### src/rtl/priority_enc_pkg.sv
// rtl/priority_enc_pkg.sv - shared width default and MSB-relative index helper
package priority_enc_pkg;

  localparam int DEFAULT_WIDTH = 4;
  localparam int MAX_WIDTH     = 64;

  // Index of the highest set bit counted from the MSB; 0 when no bit is set.
  function automatic int msb_index(input logic [MAX_WIDTH-1:0] d, input int width);
    int idx;
    idx = 0;
    for (int i = 0; i < MAX_WIDTH; i++) begin
      if (i < width && d[i]) idx = (width - 1) - i;
    end
    return idx;
  endfunction

endpackage

### src/rtl/priority_enc_comb.sv
// rtl/priority_enc_comb.sv - combinational MSB-first priority encoder
module priority_enc_comb
  import priority_enc_pkg::*;
#(
  parameter int WIDTH = DEFAULT_WIDTH,
  localparam int YW = $clog2(WIDTH)
) (
  input  logic [WIDTH-1:0] d,
  output logic [YW-1:0]    y_next,
  output logic             valid_next
);

  // Ascending scan so the highest set index is the last assignment to stick.
  always_comb begin
    y_next     = '0;
    valid_next = |d;
    for (int i = 0; i < WIDTH; i++) begin
      if (d[i]) y_next = YW'(WIDTH - 1 - i);
    end
  end

endmodule

### src/rtl/priority_enc.sv
// rtl/priority_enc.sv - registered priority encoder top
module priority_enc
  import priority_enc_pkg::*;
#(
  parameter int WIDTH = DEFAULT_WIDTH,
  localparam int YW = $clog2(WIDTH)
) (
  input  logic             clk,
  input  logic             rst,
  input  logic [WIDTH-1:0] D,
  output logic [YW-1:0]    Y,
  output logic             valid
);

  logic [YW-1:0] y_next;
  logic          valid_next;

  priority_enc_comb #(.WIDTH(WIDTH)) u_comb (
    .d          (D),
    .y_next     (y_next),
    .valid_next (valid_next)
  );

  always_ff @(posedge clk) begin
    if (!rst) begin
      Y     <= '0;
      valid <= 1'b0;
    end else begin
      Y     <= y_next;
      valid <= valid_next;
    end
  end

endmodule

### config.mk
export PLATFORM = sky130hd
export DESIGN_NAME = priority_enc
export DESIGN_NICKNAME = d
export VERILOG_FILES = /design/src/rtl/priority_enc_pkg.sv /design/src/rtl/priority_enc_comb.sv /design/src/rtl/priority_enc.sv
export SDC_FILE = /design/constraint.sdc
export NUM_CORES = 1
export LEC_CHECK = 0
export BUFFER_PORTS_ARGS = -buffer_cell sky130_fd_sc_hd__buf_2
export CAP_MARGIN = 20
export CORE_AREA = 2 2 39 41
export CTS_BUF_LIST = sky130_fd_sc_hd__clkbuf_2 sky130_fd_sc_hd__clkbuf_4 sky130_fd_sc_hd__clkbuf_8
export DETAILED_ROUTE_END_ITERATION = 6
export DIE_AREA = 0 0 41 43
export GPL_ROUTABILITY_DRIVEN = 0
export MAX_ROUTING_LAYER = met4
export SETUP_SLACK_MARGIN = 0.3
export SYNTH_ARGS = -nofsm -noshare
export SYNTH_HDL_FRONTEND = slang
export SYNTH_SLANG_ARGS = --single-unit
### constraint.sdc
create_clock -name clk -period 0.9 [get_ports clk]
set_input_delay 0.045 -clock clk [delete_from_list [all_inputs] [get_ports clk]]
set_output_delay 0.045 -clock clk [all_outputs]
set_load 0.02 [all_outputs]
==> reports/results.tsv <==
metric	value	unit
outcome	finished clean	
die_w	41	µm
synth-seq-cells	3	
required	0.85	ns
p_leak	0.0000977	µW
initial_utilization	0.0732	
port_buffers	8	
synthTopCellsByArea	dfxtp_1, nand2b_1, o41a_1	
grt_max_degree	4	
max_stage_delay	0.31	ns
die_h	43	µm
synth.net_count	16	
drv_cap	0	
path_max_fanout	1	
drt_iter0_drc	4	
fmax	1420	MHz
antenna_cells	0	
ys_types	7	
synth_top_cell_by_area	dfxtp_1	
rsz0062_at_grt	yes	
slew_viol_final	0	
total_power	456	µW
cts-root-buf	clkbuf_4	
p_per_area	2130	mW/mm²
wl_per_cell	6.53	µm
ys_seq_area_frac	0.593	
setup_ws	0.197	ns
antenna_found_initial	0	
post-route-period-util	0.781	
pre_cts_ws	0.195	ns
ir_drop	248	µV
routed-via-count	109	
synth_area	101	µm²
cts.path.max_buffers	2	
grt_pass1_vias	117	
die-area	0.00176	mm²
rows	14	
setup_viol	0	
path_class	reg2out	
synth_top_area_share	0.593	
coreArea	0.00138	mm²
holdPathStages	2	
post_synth.cell_area_avg	10.1	µm²
finalHoldViolations	0	
instances_no_fill	38	
area.growth.synth_to_final	111	%
crit_path_start	Y[1]	
post-route-drc-count	0	
synth_warnings	0	
crit_family	flip-flops	
htree_levels	1	
hold_path_end	Y[1]	
cts_buffers	3	
critPathBufInv	1	
place_inst	34	
end_kind	output pin	
grt_pass1_wl	407	µm
max_slew.worst_pin.slew	0.163	ns
pin_count	9	
crit_chain	buf_6	
fill_cells	161	
hold_start	D[2]	
hp-class	in2reg	
routed_wl	248	µm
clk_pin_slew_worst_paths	0.04	ns
via_per_inst	2.87	
grt_remaining_overflow	0	
clkSinkCount	3	
setup_tns	0	ns
ant_nets	0	
syn_inst	10	
slew_headroom	0.891	
drive_above_1_share	0.682	
finalCriticalPeriod	0.703	ns
cp_data_arrival_time	0.66	ns
first_pass_iters	2	
regArea	63.8	µm²
nNetsFinal	29	
cp-start-kind	flip-flop	
cts_tree	done	
multiInputGateArea	37.5	µm²
grt_use_total	0.0441	
slowest_stage	dfxtp_2	
==> layout by cell type, fill, tap and decap left out, drive strengths merged <==
cell,netlist,layout
nor2,1,1
clkbuf,0,4
inv,1,1
buf,0,8
nor3,1,1
nand2b,2,2
dfxtp,3,3
a21oi,1,1
o41a,1,1
==> kinds of logic (layout without fill, tap and decap cells) <==
kind of cell	Yosys count	count (layout)	synth area share
compound gates	2	2	0.160
buf+inv	1	13	0.0370
simple gates	4	4	0.210
flops	3	3	0.593
==> where the power goes <==
part | total [µW] | switching [µW] | internal (µW)
registers | 145 | 2.91 | 142
logic | 48.0 | 21.9 | 26.1
clock network | 263 | 67.3 | 196
==> layout make-up <==
cell class,instances,area share
inverters,1,0.0175
well taps,16,0.0936
repair buffers,8,0.275
multi-input cells,6,0.175
clock buffers,4,0.140
flip-flops and latches,3,0.298
==> worst max path at each step <==
stage / to / cells past startpoint
2_1_floorplan: valid / 1
3_3_place_gp: valid / 2
3_5_place_dp: valid / 2
4_1_cts: Y[1] / 1
5_1_grt: valid / 1
6_report: Y[1] / 1
==> sequential cells by signal, indices dropped and copies added, names as in the netlist <==
name	count
Y	2
valid	1
==> stage by stage <==
| step | hold WS [ns] | instance area (µm²) | utilization |
|---|---|---|---|
| after floorplan | 0.124 | 101 | - |
| after global placement | 0.256 | 161 | 0.117 |
| after detailed placement | 0.260 | 161 | 0.117 |
| after CTS | 0.00180 | 213 | 0.154 |
| after global routing | 0.0126 | 214 | 0.155 |
| final | 0.0113 | 214 | 0.155 |
==> cells in the mapped netlist (all sizes together) <==
cell type  number
o41a            1
dfxtp           3
a21oi           1
nand2b          2
inv             1
nor2            1
nor3            1
==> metal layers <==
| metal | routed length [µm] | part of all wire | GRT usage |
|---|---|---|---|
| met2 | 91 | 0.37 | 0.0469 |
| met1 | 113 | 0.46 | 0.0415 |
| met5 | 0 | 0 | - |
| met4 | 0 | 0 | 0.0800 |
| met3 | 43 | 0.17 | 0.0157 |
==> repair_timing <==
action / 4_1_cts / 5_1_grt
endpoints found under the hold margin: 0 / 0
buffers inserted: 0 / 0
resized for setup: 8 / 1
hold buffers: 0 / 0
endpoints found under the setup margin: 3 / 3
No activity file was read; power rests on OpenSTA's default activity.
